[src/rtl/pea_fire_ctrl.sv]
// PEA actor firing controller: SETUP/INSTR two-phase fire sequencing.
// Optional stall counter enabled by defining PEA_STALL_CNT_EN.
module pea_fire_ctrl #(
  parameter int word_size   = 16,
  parameter int buffer_size = 1024,
  parameter int arg_width   = 5,
  localparam int AW = (buffer_size > 1) ? $clog2(buffer_size) : 1
) (
  input  logic                 clk,
  input  logic                 rst,
  input  logic [AW:0]          wr_addr_command,
  input  logic [AW:0]          rd_addr_command,
  input  logic [AW:0]          data_pop,
  input  logic [AW:0]          result_free_space,
  input  logic [AW:0]          status_free_space,
  input  logic [7:0]           mode,
  input  logic [arg_width-1:0] arg2,
  input  logic                 done,
  output logic                 enable,
  output logic                 phase,
  output logic                 illegal_mode
`ifdef PEA_STALL_CNT_EN
  ,
  output logic [31:0]          stall_count
`endif
);

  localparam int PW = AW + 1;
  localparam int MW = (PW > arg_width + 1) ? PW : arg_width + 1;
  localparam int CW = MW + 1 + 0 * word_size;

  typedef enum logic [1:0] {
    S_SETUP,
    S_SETUP_FIRE,
    S_INSTR,
    S_INSTR_FIRE
  } state_t;

  state_t               r_state;
  state_t               w_next;
  logic                 r_run;
  logic                 r_enable;
  logic                 r_illegal;
  logic [7:0]           r_mode;
  logic [arg_width-1:0] r_arg2;

  logic                 w_en_nxt;
  logic                 w_ill_nxt;
  logic                 w_latch;
  logic [AW:0]          w_occ;
  logic                 w_has_cmd;
  logic                 w_mode_ok;
  logic                 w_cond;
  logic [CW-1:0]        w_dp;
  logic [CW-1:0]        w_rf;
  logic [CW-1:0]        w_sf;
  logic [CW-1:0]        w_arg;
  logic [CW-1:0]        w_arg1;
  logic [CW-1:0]        w_one;

  assign w_occ     = wr_addr_command - rd_addr_command;
  assign w_has_cmd = |w_occ;
  assign w_mode_ok = (r_mode <= 8'd3);

  assign w_dp   = {{(CW-PW){1'b0}}, data_pop};
  assign w_rf   = {{(CW-PW){1'b0}}, result_free_space};
  assign w_sf   = {{(CW-PW){1'b0}}, status_free_space};
  assign w_arg  = {{(CW-arg_width){1'b0}}, r_arg2};
  assign w_one  = {{(CW-1){1'b0}}, 1'b1};
  assign w_arg1 = w_arg + w_one;

  // Readiness test for the latched instruction
  always_comb begin
    w_cond = 1'b0;
    case (r_mode)
      8'd0: w_cond = (w_dp >= w_arg1) && (w_rf >= w_one)
                  && (w_sf >= w_one);
      8'd1: w_cond = (w_dp >= w_one) && (w_rf >= w_arg)
                  && (w_sf >= w_arg);
      8'd2: w_cond = (w_dp >= w_arg) && (w_rf >= w_arg)
                  && (w_sf >= w_arg);
      8'd3: w_cond = 1'b1;
      default: w_cond = 1'b0;
    endcase
  end

  // Next state, latch strobe and registered-output targets
  always_comb begin
    w_next    = r_state;
    w_ill_nxt = 1'b0;
    w_latch   = 1'b0;
    if (r_run) begin
      unique case (r_state)
        S_SETUP: begin
          if (w_has_cmd) w_next = S_SETUP_FIRE;
        end
        S_SETUP_FIRE: begin
          if (done) begin
            w_latch = 1'b1;
            w_next  = S_INSTR;
          end
        end
        S_INSTR: begin
          if (!w_mode_ok) begin
            w_ill_nxt = 1'b1;
            w_next    = S_SETUP;
          end else if (w_cond) begin
            w_next = S_INSTR_FIRE;
          end
        end
        S_INSTR_FIRE: begin
          if (done) w_next = S_SETUP;
        end
      endcase
    end
    w_en_nxt = (w_next == S_SETUP_FIRE) ||
               (w_next == S_INSTR_FIRE);
  end

  // State, outputs and instruction latch
  always_ff @(posedge clk or negedge rst) begin
    if (!rst) begin
      r_state   <= S_SETUP;
      r_run     <= 1'b0;
      r_enable  <= 1'b0;
      r_illegal <= 1'b0;
      r_mode    <= '0;
      r_arg2    <= '0;
    end else begin
      r_state   <= w_next;
      r_run     <= 1'b1;
      r_enable  <= w_en_nxt;
      r_illegal <= w_ill_nxt;
      if (w_latch) begin
        r_mode <= mode;
        r_arg2 <= arg2;
      end
    end
  end

  assign enable       = r_enable;
  assign illegal_mode = r_illegal;
  assign phase        = (r_state == S_INSTR) ||
                        (r_state == S_INSTR_FIRE);

`ifdef PEA_STALL_CNT_EN
  logic        w_stall;
  logic [31:0] r_stall;

  // A wait state with nothing to do counts as a stall
  always_comb begin
    w_stall = 1'b0;
    if (r_run) begin
      w_stall = ((r_state == S_SETUP) && !w_has_cmd) ||
                ((r_state == S_INSTR) && w_mode_ok && !w_cond);
    end
  end

  // Saturating stall counter, cleared only by reset
  always_ff @(posedge clk or negedge rst) begin
    if (!rst) begin
      r_stall <= '0;
    end else if (w_stall && (r_stall != 32'hFFFF_FFFF)) begin
      r_stall <= r_stall + 32'd1;
    end
  end

  assign stall_count = r_stall;
`endif

endmodule
[config.mk]
export PLATFORM = sky130hd
export DESIGN_NAME = pea_fire_ctrl
export DESIGN_NICKNAME = d
export VERILOG_FILES = /design/src/rtl/pea_fire_ctrl.sv
export SDC_FILE = /design/constraint.sdc
export NUM_CORES = 1
export LEC_CHECK = 0
export CAP_MARGIN = 10
export CORE_ASPECT_RATIO = 1.4
export CORE_MARGIN = 2
export CORE_UTILIZATION = 47
export CTS_CLUSTER_SIZE = 25
export DETAILED_ROUTE_END_ITERATION = 8
export PLACE_DENSITY = 0.86
export SETUP_SLACK_MARGIN = 0.2
export SYNTH_ARGS = -nofsm -noshare
export SYNTH_HDL_FRONTEND = slang
export SYNTH_SLANG_ARGS = --single-unit
export TNS_END_PERCENT = 100
[constraint.sdc]
create_clock -name clk -period 4.6 [get_ports clk]
set_input_delay 1.15 -clock clk [delete_from_list [all_inputs] [get_ports clk]]
set_output_delay 1.15 -clock clk [all_outputs]
set_load 0.05 [all_outputs]
==> flow_metrics.env <==
export IMPL_setup_viol=0
export IMPL_clock_skew_ps=2.346
export IMPL_finalInstanceArea_um2=2658
export IMPL_antenna_cells=0
export IMPL_fin_crit_sh_pct=66.54
export IMPL_fin_cells=320
export IMPL_gr_total_overflow=0
export IMPL_layout_common_cells="clkdlybuf4s50_1 (73), ha_1 (32), inv_1 (23)"
export IMPL_grt_pass1_vias=1873
export IMPL_drt_wl_total_um=4541
export IMPL_finalPower_uw=962.7
export IMPL_crit_start="rd_addr_command[2]"
export IMPL_drt_wirelength_per_cell_um=14.19
export IMPL_worst_setup_path_start_kind="input pin"
export IMPL_core_area_um2=3709
export IMPL_fmax_mhz=326.7
export IMPL_timing_final_ws_setup_ps=1539
export IMPL_grt_max_degree=18
export IMPL_synth_top_family_by_area="adder cells"
export IMPL_hold_buffers=0
export IMPL_die_height_um=77.97
export IMPL_avgViaCountPerCell=5.691
export IMPL_final_layout_size_suffix_gt1_share_pct=9.712
export IMPL_fin_nets=382
export IMPL_antenna_found_initial=0
export IMPL_post_cts_buffers=0
export IMPL_placed_cell_area_um2=2611
export IMPL_antenna_left=0
export IMPL_postSynthAreaPerCell_um2=9.048
export IMPL_syn_area_um2=1837
export IMPL_cts_root_buf="clkbuf_8"
export IMPL_fillers=299
export IMPL_max_cap_violations=0
export IMPL_ctsHtreeMaxLevel=1
export IMPL_criticalPathCategory="input pin to register"
export IMPL_synth_cells=203
export IMPL_period_needed_ps=3061
export IMPL_io_pins=74
export IMPL_cts_buffer_depth=2
export IMPL_hold_path_cell_count=1
export IMPL_area_delta_synth_final_pct=44.69
export IMPL_clk_latency_ps=250
export IMPL_cts_repair_resized=0
export IMPL_grt_util_all_layers_pct=21.50
export IMPL_status="completed"
export IMPL_crit_arrival_ps=3180
export IMPL_drv_slew=0
export IMPL_p_leak_nw=1.151
export IMPL_cts_sinks=17
export IMPL_rr_startpoint="r_arg2[0]"
export IMPL_synthXorXnorAreaFrac_pct=2.384
export IMPL_port_buffer_count=73
export IMPL_synthArstFlopShare_pct=100.0
export IMPL_drt_iter0_drc=35
export IMPL_fp_dieW_um=56.84
export IMPL_tightest_slew_ps=738.1
export IMPL_pre_cts_ws_ps=1269
export IMPL_finalHoldViolCount=0
export IMPL_cts_tree="done"
export IMPL_synth_cell_type_count=52
export IMPL_synthAdderAreaFrac_pct=21.80
export IMPL_ys_warn_count=0
export IMPL_synth_compound_area_share_pct=18.66
export IMPL_power_density_nw_per_um2=362.2
export IMPL_synth_edf_count=0
export IMPL_min_from="r_mode[7]"
export IMPL_ys_seq_area_share_pct=23.16
export IMPL_peakVddDrop_mv=0.2961
export IMPL_slew_headroom_pct=50.64
export IMPL_cp_end_kind="register"
export IMPL_drcViolationCount=0
export IMPL_setup_tns_ps=0
export IMPL_core_rowCount=26
export IMPL_firstDrtPassIters=4
export IMPL_timing_hold_ws_ps=516.2
export IMPL_syn_num_nets=306
export IMPL_post_dp_hpwl_um=3849
export IMPL_hp_class="register to register"
export IMPL_synthSimpleGateAreaFrac_pct=19.55
export IMPL_grt_pass1_wl_um=7776
export IMPL_place_inst=316
export IMPL_rsz0062_at_grt="no"
export IMPL_start_util_pct=49.53
export IMPL_layout_commonest_cell="clkdlybuf4s50_1"
export IMPL_clk_pin_slew_ps=70
export IMPL_synthMuxAreaShare_pct=9.060
export IMPL_cts_made_buffers=3
export IMPL_synth_seq_cells=17
export IMPL_fin_util_pct=71.66
export IMPL_path_max_fanout=3
export IMPL_rr_worst_depth=9
export IMPL_crit_required_ps=4720
export IMPL_num_vias=1821
export IMPL_dieArea_um2=4431
export IMPL_ys_flop_type="dfrtp_1"
export IMPL_place_congestion=0.8699
==> path summary, 6_finish.rpt <==
| check | slack (ps) | to |
|---|---|---|
| setup reg to reg | 2230 | register |
| hold / removal | 520 | r_mode[7] |
| max in group asynchronous | 2800 | r_mode[0] |
| hold reg to reg | 520 | r_mode[7] |
| min in group asynchronous | 1330 | r_arg2[1] |
| setup / recovery | 1540 | register |
==> report_power, final <==
group          leakage [nW]  switching [mW]  total [mW]  internal (mW)
Combinational         0.922           0.266       0.560          0.294
Clock                0.0255          0.0505       0.111         0.0601
Sequential            0.204          0.0736       0.292          0.219
==> cells in the mapped netlist (3+ instances only) <==
cell	count	area share, %
nor3_1	7	1.9
o21ai_0	12	3.3
nand2_1	9	1.8
nor4_1	5	1.7
ha_1	32	22
mux2_2	13	8.0
xnor2_1	4	1.9
nand3_1	4	1.1
a21oi_1	6	1.6
o31ai_1	3	1.2
nand4b_1	3	1.4
inv_1	23	4.7
nor2_1	12	2.5
or4_1	3	1.2
nand2b_1	5	1.7
dfrtp_1	17	23
==> metal layers <==
| layer | part of all wire (%) | vias to the layer above | global-route usage, % |
|---|---|---|---|
| li1 | - | 903 | - |
| met1 | 38 | 847 | 23.67 |
| met2 | 53 | 59 | 39.88 |
| met3 | 6.2 | 12 | 3.167 |
| met4 | 3.1 | 0 | 9.302 |
| met5 | 0 | - | 0 |
==> cells by family (layout without fill, tap and decap cells) <==
family / count (synthesis) / in the layout
mux: 15 / 15
other cells: 1 / 1
fa+ha+maj: 32 / 32
compound gates: 45 / 45
flops: 17 / 17
buf+inv: 25 / 100
simple gates: 63 / 63
xor+xnor: 5 / 5
==> area by class of cell <==
type / instances / area (µm²) / share of cell area, %
clock inverters: 1 / 5.005 / 0.1883
repair buffers: 73 / 730.7 / 27.50
multi-input cells: 161 / 1316 / 49.53
inverters: 23 / 86.33 / 3.249
well taps: 42 / 52.55 / 1.977
flip-flops and latches: 17 / 425.4 / 16.01
clock buffers: 3 / 41.29 / 1.554
==> worst max-delay path, stage by stage <==
cell and delay, ps:
clkdlybuf4s50_1 450, inv_1 40, ha_1 290, a21boi_2 180
or3_1 360, a2111oi_2 230, a31oi_1 90, o31ai_1 270
o211ai_1 130
(Power assumes the default switching activity.)
